$ cat config.mk
export PLATFORM = sky130hd
export DESIGN_NAME = rf_access_arbiter_flat
export DESIGN_NICKNAME = d
export VERILOG_FILES = /design/src/rtl/rf_access_arbiter_if.sv /design/src/rtl/rf_access_arbiter.sv /design/src/flat_wrapper.sv
export SDC_FILE = /design/constraint.sdc
export NUM_CORES = 1
export LEC_CHECK = 0
export CORE_MARGIN = 4
export CORE_UTILIZATION = 48
export CTS_BUF_LIST = sky130_fd_sc_hd__clkbuf_16
export CTS_CLUSTER_DIAMETER = 80
export DETAILED_ROUTE_END_ITERATION = 7
export DONT_BUFFER_PORTS = 1
export HOLD_SLACK_MARGIN = 0.12
export SLEW_MARGIN = 20
export SYNTH_ARGS = -nofsm -noshare
export SYNTH_HDL_FRONTEND = slang
export SYNTH_SLANG_ARGS = --single-unit
$ cat constraint.sdc
create_clock -name clk -period 2.4 [get_ports clk]
set_input_delay 0.36 -clock clk [delete_from_list [all_inputs] [get_ports clk]]
set_output_delay 0.36 -clock clk [all_outputs]
set_load 0.02 [all_outputs]
$ cat src/rtl/rf_access_arbiter_if.sv
// ---------------------------------------------------------------------------
// rf_access_arbiter_if
// Bundles the two requester command channels, the register-file control and
// read pins, and the response channel of rf_access_arbiter.
//   slave  : arbiter side
//   master : environment side (requesters + register file)
// Optional lock inputs exist only when RF_ARB_LOCK_EN is defined.
// ---------------------------------------------------------------------------
interface rf_access_arbiter_if #(
    parameter int DATA_W = 8
);
    // Requester A command channel
    logic              a_valid;
    logic              a_ready;
    logic [2:0]        a_o1sel;
    logic [2:0]        a_o2sel;
    logic [1:0]        a_funsel;
    logic [3:0]        a_rsel;
    logic [3:0]        a_tsel;
    logic [DATA_W-1:0] a_wdata;

    // Requester B command channel
    logic              b_valid;
    logic              b_ready;
    logic [2:0]        b_o1sel;
    logic [2:0]        b_o2sel;
    logic [1:0]        b_funsel;
    logic [3:0]        b_rsel;
    logic [3:0]        b_tsel;
    logic [DATA_W-1:0] b_wdata;

`ifdef RF_ARB_LOCK_EN
    logic              a_lock;
    logic              b_lock;
`endif

    // Register-file control and read pins
    logic [2:0]        rf_o1sel;
    logic [2:0]        rf_o2sel;
    logic [1:0]        rf_funsel;
    logic [3:0]        rf_rsel;
    logic [3:0]        rf_tsel;
    logic [DATA_W-1:0] rf_i;
    logic [DATA_W-1:0] rf_o1;
    logic [DATA_W-1:0] rf_o2;

    // Response channel
    logic              rsp_a_valid;
    logic              rsp_b_valid;
    logic [DATA_W-1:0] rsp_o1;
    logic [DATA_W-1:0] rsp_o2;

    modport slave (
`ifdef RF_ARB_LOCK_EN
        input  a_lock, b_lock,
`endif
        input  a_valid, a_o1sel, a_o2sel, a_funsel, a_rsel, a_tsel, a_wdata,
        output a_ready,
        input  b_valid, b_o1sel, b_o2sel, b_funsel, b_rsel, b_tsel, b_wdata,
        output b_ready,
        output rf_o1sel, rf_o2sel, rf_funsel, rf_rsel, rf_tsel, rf_i,
        input  rf_o1, rf_o2,
        output rsp_a_valid, rsp_b_valid, rsp_o1, rsp_o2
    );

    modport master (
`ifdef RF_ARB_LOCK_EN
        output a_lock, b_lock,
`endif
        output a_valid, a_o1sel, a_o2sel, a_funsel, a_rsel, a_tsel, a_wdata,
        input  a_ready,
        output b_valid, b_o1sel, b_o2sel, b_funsel, b_rsel, b_tsel, b_wdata,
        input  b_ready,
        input  rf_o1sel, rf_o2sel, rf_funsel, rf_rsel, rf_tsel, rf_i,
        output rf_o1, rf_o2,
        input  rsp_a_valid, rsp_b_valid, rsp_o1, rsp_o2
    );
endinterface

$ cat src/rtl/rf_access_arbiter.sv
// ---------------------------------------------------------------------------
// rf_access_arbiter
// Shares one register file between requesters A and B. One command is granted
// per cycle (round-robin), its fields are registered onto the RF pins, and the
// two RF read values come back to the issuing requester two edges after
// acceptance.
// Optional feature: define RF_ARB_LOCK_EN to add a_lock/b_lock, letting a
// requester hold exclusive access across consecutive commands.
// ---------------------------------------------------------------------------
module rf_access_arbiter #(
    parameter int DATA_W = 8
) (
    input  logic                clk,
    input  logic                rst,
    rf_access_arbiter_if.slave  bus
);

    typedef enum logic {
        OWN_A = 1'b0,
        OWN_B = 1'b1
    } owner_e;

    typedef struct packed {
        logic   valid;
        owner_e owner;
    } tag_t;

    owner_e            last_q;      // requester granted most recently
    logic              rr_a;
    logic              rr_b;
    logic              grant_a;
    logic              grant_b;
    logic              accept;

    logic [2:0]        rf_o1sel_q;
    logic [2:0]        rf_o2sel_q;
    logic [1:0]        rf_funsel_q;
    logic [3:0]        rf_rsel_q;
    logic [3:0]        rf_tsel_q;
    logic [DATA_W-1:0] rf_i_q;

    tag_t              tag1_q;      // issued, RF sampling next edge
    tag_t              tag2_q;      // RF outputs valid, capture next edge
    logic              rsp_a_valid_q;
    logic              rsp_b_valid_q;
    logic [DATA_W-1:0] rsp_o1_q;
    logic [DATA_W-1:0] rsp_o2_q;

`ifdef RF_ARB_LOCK_EN
    logic              lock_a_q;
    logic              lock_b_q;
`endif

    // Round-robin choice: a lone requester wins, a tie goes to the one not
    // granted last. Depends only on valids and the pointer, never on ready.
    always_comb begin
        // NOTE: every always_comb output gets a default first so no path
        // leaves it unassigned, which is what would otherwise infer a latch.
        rr_a = 1'b0;
        rr_b = 1'b0;
        if (bus.a_valid && (!bus.b_valid || last_q == OWN_B)) begin
            rr_a = 1'b1;
        end else if (bus.b_valid) begin
            rr_b = 1'b1;
        end
    end

`ifdef RF_ARB_LOCK_EN
    // A live lock makes its owner the only eligible winner while it stays valid.
    always_comb begin
        grant_a = rr_a;
        grant_b = rr_b;
        if (lock_a_q && bus.a_valid) begin
            grant_a = 1'b1;
            grant_b = 1'b0;
        end else if (lock_b_q && bus.b_valid) begin
            grant_a = 1'b0;
            grant_b = 1'b1;
        end
    end

    // Lock follows the lock bit of each accepted command; dropping valid releases it.
    always_ff @(posedge clk or posedge rst) begin
        if (rst) begin
            lock_a_q <= 1'b0;
            lock_b_q <= 1'b0;
        end else begin
            if (grant_a) begin
                lock_a_q <= bus.a_lock;
            end else if (grant_b || !bus.a_valid) begin
                lock_a_q <= 1'b0;
            end
            if (grant_b) begin
                lock_b_q <= bus.b_lock;
            end else if (grant_a || !bus.b_valid) begin
                lock_b_q <= 1'b0;
            end
        end
    end
`else
    // Without locking the round-robin choice is the grant.
    always_comb begin
        grant_a = rr_a;
        grant_b = rr_b;
    end
`endif

    assign accept      = grant_a || grant_b;
    assign bus.a_ready = grant_a;
    assign bus.b_ready = grant_b;

    // Pointer moves only when a command is accepted.
    always_ff @(posedge clk or posedge rst) begin
        if (rst) begin
            last_q <= OWN_B;            // favours A after reset
        end else if (accept) begin
            // NOTE: state registers use non-blocking assignments so every
            // flop samples pre-edge values regardless of statement order.
            last_q <= grant_a ? OWN_A : OWN_B;
        end
    end

    // Issue stage: winner's fields onto the RF pins; idle cycles disable writes
    // while selects, funsel and write data keep their last values.
    always_ff @(posedge clk or posedge rst) begin
        if (rst) begin
            rf_o1sel_q  <= '0;
            rf_o2sel_q  <= '0;
            rf_funsel_q <= '0;
            rf_rsel_q   <= '0;
            rf_tsel_q   <= '0;
            rf_i_q      <= '0;
        end else if (accept) begin
            rf_o1sel_q  <= grant_a ? bus.a_o1sel  : bus.b_o1sel;
            rf_o2sel_q  <= grant_a ? bus.a_o2sel  : bus.b_o2sel;
            rf_funsel_q <= grant_a ? bus.a_funsel : bus.b_funsel;
            rf_rsel_q   <= grant_a ? bus.a_rsel   : bus.b_rsel;
            rf_tsel_q   <= grant_a ? bus.a_tsel   : bus.b_tsel;
            rf_i_q      <= grant_a ? bus.a_wdata  : bus.b_wdata;
        end else begin
            rf_rsel_q   <= '0;
            rf_tsel_q   <= '0;
        end
    end

    // Two-stage tag pipeline tracking which requester owns each in-flight read.
    always_ff @(posedge clk or posedge rst) begin
        if (rst) begin
            tag1_q <= '0;
            tag2_q <= '0;
        end else begin
            tag1_q <= '{valid: accept, owner: (grant_b ? OWN_B : OWN_A)};
            tag2_q <= tag1_q;
        end
    end

    // Response stage: capture RF outputs for the owning requester, hold otherwise.
    always_ff @(posedge clk or posedge rst) begin
        if (rst) begin
            rsp_a_valid_q <= 1'b0;
            rsp_b_valid_q <= 1'b0;
            rsp_o1_q      <= '0;
            rsp_o2_q      <= '0;
        end else begin
            rsp_a_valid_q <= tag2_q.valid && (tag2_q.owner == OWN_A);
            rsp_b_valid_q <= tag2_q.valid && (tag2_q.owner == OWN_B);
            if (tag2_q.valid) begin
                rsp_o1_q <= bus.rf_o1;
                rsp_o2_q <= bus.rf_o2;
            end
        end
    end

    assign bus.rf_o1sel    = rf_o1sel_q;
    assign bus.rf_o2sel    = rf_o2sel_q;
    assign bus.rf_funsel   = rf_funsel_q;
    assign bus.rf_rsel     = rf_rsel_q;
    assign bus.rf_tsel     = rf_tsel_q;
    assign bus.rf_i        = rf_i_q;
    assign bus.rsp_a_valid = rsp_a_valid_q;
    assign bus.rsp_b_valid = rsp_b_valid_q;
    assign bus.rsp_o1      = rsp_o1_q;
    assign bus.rsp_o2      = rsp_o2_q;

endmodule

$ cat src/flat_wrapper.sv
// flat-port wrapper written by rule: the top's interface ports become plain ports
module rf_access_arbiter_flat 
#(
    parameter int DATA_W = 8
)
  (clk, rst, bus_a_valid, bus_a_o1sel, bus_a_o2sel, bus_a_funsel, bus_a_rsel, bus_a_tsel, bus_a_wdata, bus_a_ready, bus_b_valid, bus_b_o1sel, bus_b_o2sel, bus_b_funsel, bus_b_rsel, bus_b_tsel, bus_b_wdata, bus_b_ready, bus_rf_o1sel, bus_rf_o2sel, bus_rf_funsel, bus_rf_rsel, bus_rf_tsel, bus_rf_i, bus_rf_o1, bus_rf_o2, bus_rsp_a_valid, bus_rsp_b_valid, bus_rsp_o1, bus_rsp_o2);
  rf_access_arbiter_if #(.DATA_W(DATA_W)) bus_i ();
  input  logic clk;
  input  logic rst;
  input wire logic [$bits(bus_i.a_valid)-1:0] bus_a_valid;
  input wire logic [$bits(bus_i.a_o1sel)-1:0] bus_a_o1sel;
  input wire logic [$bits(bus_i.a_o2sel)-1:0] bus_a_o2sel;
  input wire logic [$bits(bus_i.a_funsel)-1:0] bus_a_funsel;
  input wire logic [$bits(bus_i.a_rsel)-1:0] bus_a_rsel;
  input wire logic [$bits(bus_i.a_tsel)-1:0] bus_a_tsel;
  input wire logic [$bits(bus_i.a_wdata)-1:0] bus_a_wdata;
  output wire logic [$bits(bus_i.a_ready)-1:0] bus_a_ready;
  input wire logic [$bits(bus_i.b_valid)-1:0] bus_b_valid;
  input wire logic [$bits(bus_i.b_o1sel)-1:0] bus_b_o1sel;
  input wire logic [$bits(bus_i.b_o2sel)-1:0] bus_b_o2sel;
  input wire logic [$bits(bus_i.b_funsel)-1:0] bus_b_funsel;
  input wire logic [$bits(bus_i.b_rsel)-1:0] bus_b_rsel;
  input wire logic [$bits(bus_i.b_tsel)-1:0] bus_b_tsel;
  input wire logic [$bits(bus_i.b_wdata)-1:0] bus_b_wdata;
  output wire logic [$bits(bus_i.b_ready)-1:0] bus_b_ready;
  output wire logic [$bits(bus_i.rf_o1sel)-1:0] bus_rf_o1sel;
  output wire logic [$bits(bus_i.rf_o2sel)-1:0] bus_rf_o2sel;
  output wire logic [$bits(bus_i.rf_funsel)-1:0] bus_rf_funsel;
  output wire logic [$bits(bus_i.rf_rsel)-1:0] bus_rf_rsel;
  output wire logic [$bits(bus_i.rf_tsel)-1:0] bus_rf_tsel;
  output wire logic [$bits(bus_i.rf_i)-1:0] bus_rf_i;
  input wire logic [$bits(bus_i.rf_o1)-1:0] bus_rf_o1;
  input wire logic [$bits(bus_i.rf_o2)-1:0] bus_rf_o2;
  output wire logic [$bits(bus_i.rsp_a_valid)-1:0] bus_rsp_a_valid;
  output wire logic [$bits(bus_i.rsp_b_valid)-1:0] bus_rsp_b_valid;
  output wire logic [$bits(bus_i.rsp_o1)-1:0] bus_rsp_o1;
  output wire logic [$bits(bus_i.rsp_o2)-1:0] bus_rsp_o2;
  assign bus_i.a_valid = bus_a_valid;
  assign bus_i.a_o1sel = bus_a_o1sel;
  assign bus_i.a_o2sel = bus_a_o2sel;
  assign bus_i.a_funsel = bus_a_funsel;
  assign bus_i.a_rsel = bus_a_rsel;
  assign bus_i.a_tsel = bus_a_tsel;
  assign bus_i.a_wdata = bus_a_wdata;
  assign bus_a_ready = bus_i.a_ready;
  assign bus_i.b_valid = bus_b_valid;
  assign bus_i.b_o1sel = bus_b_o1sel;
  assign bus_i.b_o2sel = bus_b_o2sel;
  assign bus_i.b_funsel = bus_b_funsel;
  assign bus_i.b_rsel = bus_b_rsel;
  assign bus_i.b_tsel = bus_b_tsel;
  assign bus_i.b_wdata = bus_b_wdata;
  assign bus_b_ready = bus_i.b_ready;
  assign bus_rf_o1sel = bus_i.rf_o1sel;
  assign bus_rf_o2sel = bus_i.rf_o2sel;
  assign bus_rf_funsel = bus_i.rf_funsel;
  assign bus_rf_rsel = bus_i.rf_rsel;
  assign bus_rf_tsel = bus_i.rf_tsel;
  assign bus_rf_i = bus_i.rf_i;
  assign bus_i.rf_o1 = bus_rf_o1;
  assign bus_i.rf_o2 = bus_rf_o2;
  assign bus_rsp_a_valid = bus_i.rsp_a_valid;
  assign bus_rsp_b_valid = bus_i.rsp_b_valid;
  assign bus_rsp_o1 = bus_i.rsp_o1;
  assign bus_rsp_o2 = bus_i.rsp_o2;
  rf_access_arbiter #(.DATA_W(DATA_W)) u_core (.clk(clk), .rst(rst), .bus(bus_i));
endmodule
==> results of run 1 <==
-- metal layers --
layer | global-route usage, % | part of all wire, % | vias up
met4 | 7.58 | 1.7 | 0
met2 | 28.9 | 55 | 62
met5 | 0 | 0 | -
li1 | - | - | 535
met3 | 5.68 | 9.2 | 9
met1 | 16.4 | 34 | 598
-- stage by stage --
stage | utilization (%) | hold WS (ps)
2_1_floorplan | - | 331
5_1_grt | 54.2 | 159
3_5_place_dp | 49.4 | 335
3_3_place_gp | 49.4 | 333
4_1_cts | 54.2 | 141
6_report | 54.2 | 70.6
-- final cells by class --
| type | instances | area (um2) | area share, % |
|---|---|---|---|
| Sequential cell | 47 | 1180 | 54.3 |
| Multi-Input combinational cell | 79 | 668 | 30.8 |
| Clock buffer | 5 | 125 | 5.77 |
| Inverter | 18 | 68.8 | 3.17 |
| Clock inverter | 3 | 67.6 | 3.11 |
| Tap cell | 50 | 62.6 | 2.88 |
-- cells in the final DEF (no fill, tap or decap) --
cell / count
a21boi_2: 1
a21oi_1: 16
a22o_1: 8
and2_1: 1
and2_4: 1
bufinv_16: 2
clkbuf_16: 5
clkinv_2: 1
clkinvlp_4: 1
dfrtp_1: 46
dfstp_2: 1
inv_1: 17
mux2_2: 32
nand2b_4: 1
nor2b_1: 1
o21ai_0: 1
o22ai_1: 16
or2_2: 1
-- cell families after synthesis --
| logic type | share of synthesized area [%] |
|---|---|
| and+or+nand+nor | 2.07 |
| DFF | 59.1 |
| AOI/OAI and AO/OA | 13.4 |
| buffers and inverters | 7.41 |
| muxes | 18.1 |
-- cell usage after synthesis --
library cell / number
a21boi_2: 1
a21oi_1: 16
a22o_1: 8
and2_1: 1
and2_4: 1
buf_2: 4
buf_4: 1
buf_6: 4
clkbuf_1: 2
dfrtp_1: 46
dfstp_2: 1
inv_1: 18
mux2_2: 32
nand2b_4: 1
nor2b_1: 1
o21ai_0: 1
o22ai_1: 16
or2_2: 1
-- worst max path at each step --
stage | to | slack (ps) | depth (start not counted) | start
after detailed placement | bus_a_ready | 870 | 2 | u_core.last_q
after floorplan | bus_a_ready | 830 | 5 | u_core.last_q
after global placement | bus_a_ready | 900 | 2 | u_core.last_q
final | bus_a_ready | 580 | 2 | u_core.last_q
after CTS | bus_a_ready | 550 | 2 | u_core.last_q
after global routing | bus_a_ready | 490 | 2 | u_core.last_q
-- power by group --
group	switching, uW	internal [uW]
clock network	274	596
logic	83.3	94.8
registers	156	878
total	513	1570
-- registers in the layout, indices dropped and copies added, names as in the netlist, 3 cells and up --
name / count
u_core.bus.rsp_o2: 8
u_core.bus.rsp_o1: 8
u_core.bus.rf_i: 8
u_core.bus.rf_rsel: 4
u_core.bus.rf_tsel: 4
u_core.bus.rf_o2sel: 3
u_core.bus.rf_o1sel: 3
==> results_dict.tcl, run 1 <==
set metrics [dict create \
    status "finished, final reports clean" \
    clock-sinks 47 \
    clkTransAtPathRegs_ps 60 \
    worst-setup-path-type "reg2out" \
    grt_pass1_vias 1389 \
    pre_cts_ws_ps 867 \
    dpl-instance-area_um2 1980 \
    cp_max_fo 25 \
    syn_area_um2 1990 \
    dieArea_um2 5250 \
    finalMaxSlewViolations 0 \
    worstPathArrival_ps 1460 \
    syn-num-nets 223 \
    drtIter0Drc 40 \
    num_io_pins 112 \
    synth.top_cell.area_share_pct 57.8 \
    min_period_ps 1820 \
    hold_violations 0 \
    finish.instance_area_um2 2170 \
    nets 219 \
    vias 1204 \
    numCtsBuffers 5 \
    r2r_slack_ps 950 \
    fin_total_pwr_uw 2080 \
    via_per_inst 5.96 \
    synthDistinctLibCells 18 \
    drcViolationCount 0 \
    antenna_left 0 \
    yosysWarningCount 0 \
    power.density_nw_per_um2 959 \
    wl_um 4010 \
    grt_pass1_wl_um 6510 \
    start_kind "flop" \
    cp-end-kind "primary output" \
    cp_cell_sequence "nand2b_4 -> and2_4" \
    die_w_um 72.4 \
    drt-wirelength-per-cell_um 19.8 \
    antenna_found_initial 0 \
    drive_gt1_share_pct 30.3 \
    dp.cells 194 \
    hold_class "in2async" \
    skew_ps 3.43 \
    slowest_delay_ps 550 \
    reg2reg_depth 3 \
    core_um2 4000 \
    num_antenna_cells 0 \
    setup_viol 0 \
    avgSynthCellArea_um2 12.9 \
    placementRows 23 \
    r2r_end "u_core.bus.rf_tsel[1]" \
    io_buffer_count 0 \
    worstSkewPairLatency_ps 280 \
    ys_seq_area_share_pct 59.1 \
    peakVddDrop_uv 371 \
    syn_inst 155 \
    cp_top_family "simple AND/OR/NAND/NOR gates" \
    fin_crit_sh_pct 75.9 \
    htree_levels 2 \
    worst_slew_pin_slew_ps 771 \
    clock_path_buffers 2 \
    post-cts-setup-buffers 0 \
    synth_top_cells_by_area "dfrtp_1 (58%), mux2_2 (18%), o22ai_1 (5.0%)" \
    crit_buf_inv 0 \
    fin_tns_setup_ps 0 \
    rsz0062_at_grt "false" \
    timing.rr.start "u_core.last_q" \
    ys_ff_latch 47 \
    relSlewSlack_pct 48.5 \
    initial_utilization_pct 49.8 \
    fmax_mhz 549 \
    required_ps 2040 \
    n_fill_cell 342 \
    fin_ws_ps 578 \
    groute.usage.overall_pct 16.0 \
    root_buffer "clkbuf_16" \
    dp_hpwl_um 3000 \
    maxCapViolCount 0 \
    cpMaxStageDelayCell "dfstp_2" \
    grt_max_degree 48 \
    post_cts_resized 0 \
    overflow 0 \
    instances_no_fill 202 \
    gp_congestion 0.659 \
    cts_tree "done" \
    cts-hold-fix-buffers 0 \
    die_h_um 72.4 \
    power_leakage_uw 0.000962 \
    yosysTopAreaCell "dfrtp_1" \
    drtPass1Iterations 4 \
    area_growth_pct 8.85 \
]
Power figures use the tool's default switching activity.
==> run 2: changes to the inputs <==
Settings changed: PLACE_DENSITY from default to 0.65.
Clock period 2.4 ns to 1.65 ns, I/O delays scaled along.
==> run 2 against run 1 <==
Effect of this change:
- combinational power up 110%
- setup slack lost 480 ps
- sequential share of layout area is 11 points lower
- hold slack gained 73 ps
- first-iteration DRC count grew 85%
- largest power group unchanged
==> results_dict.tcl, run 2 (same netlist as run 1, synthesis figures left out) <==
set metrics [dict create \
    antenna_left 0 \
    clock_path_buffers 2 \
    overflow 0 \
    layout_common_cells "dlygate4sd3_1 (51), dfrtp_1 (46), mux2_2 (32)" \
    r2r_end "u_core.bus.rf_rsel[0]" \
    hold_violations 0 \
    gp_congestion 0.694 \
    grt_pass1_vias 1623 \
    drtPass1Iterations 4 \
    worst-setup-path-type "reg2out" \
    clkPwrFrac_pct 37.7 \
    final_common_cell "dlygate4sd3_1" \
    switching_share_pct 26.4 \
    grt_max_degree 28 \
    drcViolationCount 0 \
    num_io_pins 112 \
    die_w_um 72.4 \
    peakVddDrop_uv 625 \
    clock-sinks 47 \
    reg2reg_depth 3 \
    area_growth_pct 35.1 \
    setup_viol 0 \
    numCtsBuffers 5 \
    cp_cell_sequence "nand2b_4 -> and2_4" \
    timing.rr.start "u_core.last_q" \
    internal-power_uw 2220 \
    status "finished, final reports clean" \
    p_comb_share_pct 12.6 \
    worstSkewPairLatency_ps 280 \
    skew_ps 3.69 \
    fin_tns_setup_ps 0 \
    wl_um 5040 \
    post-cts-setup-buffers 0 \
    nets 273 \
    core_um2 4000 \
    dpl-instance-area_um2 2010 \
    power.density_nw_per_um2 1120 \
    dp_hpwl_um 3060 \
    worstPathArrival_ps 1310 \
    worst_slew_pin_slew_ps 614 \
    drt-wirelength-per-cell_um 19.7 \
    relSlewSlack_pct 58.8 \
    clkTransAtPathRegs_ps 60 \
    via_per_inst 5.54 \
    endpoint "bus_a_ready" \
    finish.instance_area_um2 2690 \
    antenna_found_initial 0 \
    cp-end-kind "primary output" \
    drtIter0Drc 74 \
    cpMaxStageDelayCell "dfstp_2" \
    cp_max_fo 25 \
    io_buffer_count 0 \
    finalMaxSlewViolations 0 \
    drive_gt1_share_pct 23.8 \
    fin_crit_sh_pct 94.3 \
    maxCapViolCount 0 \
    fmax_mhz 642 \
    crit_start "u_core.last_q" \
    slowest_delay_ps 550 \
    switchingPower_uw 798 \
    grt_pass1_wl_um 7880 \
    rsz0062_at_grt "false" \
    die_h_um 72.4 \
    num_antenna_cells 0 \
    groute.usage.overall_pct 19.6 \
    post_cts_resized 0 \
    dieArea_um2 5250 \
    vias 1418 \
    power_frac_seq_pct 49.6 \
    hold_class "in2reg" \
    start_kind "flop" \
    htree_levels 2 \
    required_ps 1400 \
    cts_tree "done" \
    initial_utilization_pct 49.8 \
    min_period_ps 1560 \
    r2r_slack_ps 350 \
    root_buffer "clkbuf_16" \
    placementRows 23 \
    power_leakage_uw 0.00118 \
]
run 2: cell types whose count changed in the layout (fill, tap and decap cells not counted):
cell | previous run | this run
inv_6 | 0 | 1
dlygate4sd3_1 | 0 | 51
bufinv_16 | 2 | 1
buf_12 | 0 | 1
inv_2 | 0 | 1
clkinv_2 | 1 | 0
buf_4 | 0 | 2
run 2: area by class of cell:
type                       instances  area, um2
tap                               50       62.6
fill                             266       1310
clock buffer                       5        125
clock inverter                     3       46.3
inverter                          18       67.6
sequential                        47       1180
timing repair buffer              54        546
multi-input combinational         79        668
run 2: critical path, delay by kind of cell (launching register included):
family        cells  cell delay [ps]
simple gates      2              460
flops             1              550
run 2: metrics by stage:
step                      power, uW  utilization [%]  instances  hold WS (ps)  setup slack [ps]
final                          3020             67.3        256           143              93.4
after global routing           3160             67.3        256           144              30.3
after CTS                      3040             66.3        252           121              87.3
after detailed placement       1810             50.3        197           186               370
after global placement         1780             50.3        197           161               421
after floorplan                1760                -        155           331               196
run 2: how the worst min path moves through the flow:
stage	from	to	slack [ps]	depth (start not counted)
2_1_floorplan	u_core.tag1_q[0]	u_core.tag2_q[0]	330	0
3_3_place_gp	rst	u_core.bus.rsp_o1[3]	160	1
3_5_place_dp	rst	u_core.bus.rsp_o2[7]	190	1
4_1_cts	bus_rf_o1[6]	u_core.bus.rsp_o1[6]	120	1
5_1_grt	bus_a_valid	u_core.bus.rf_i[2]	140	2
6_report	bus_a_valid	u_core.bus.rf_i[2]	140	2
run 2: timing repair:
item | in CTS | in global routing
endpoints found under the setup margin | 0 | 0
hold buffers | 47 | 4
endpoints found under the hold margin | 57 | 4
run 2: routing by layer:
metal,routed length (um),part of all wire (%),GRT usage (%)
met1,1730,34,21.4
met2,2740,54,34.4
met3,393,7.8,5.68
met4,167,3.3,9.84
met5,0,0,0
run 2: power by group through the flow:
stage	registers, uW	clock network [uW]	logic, uW
finish	1500	1140	382
global route	1510	1220	425
floorplan	1490	0	265
global placement	1520	0	263
CTS	1500	1160	373
detailed placement	1520	0	284
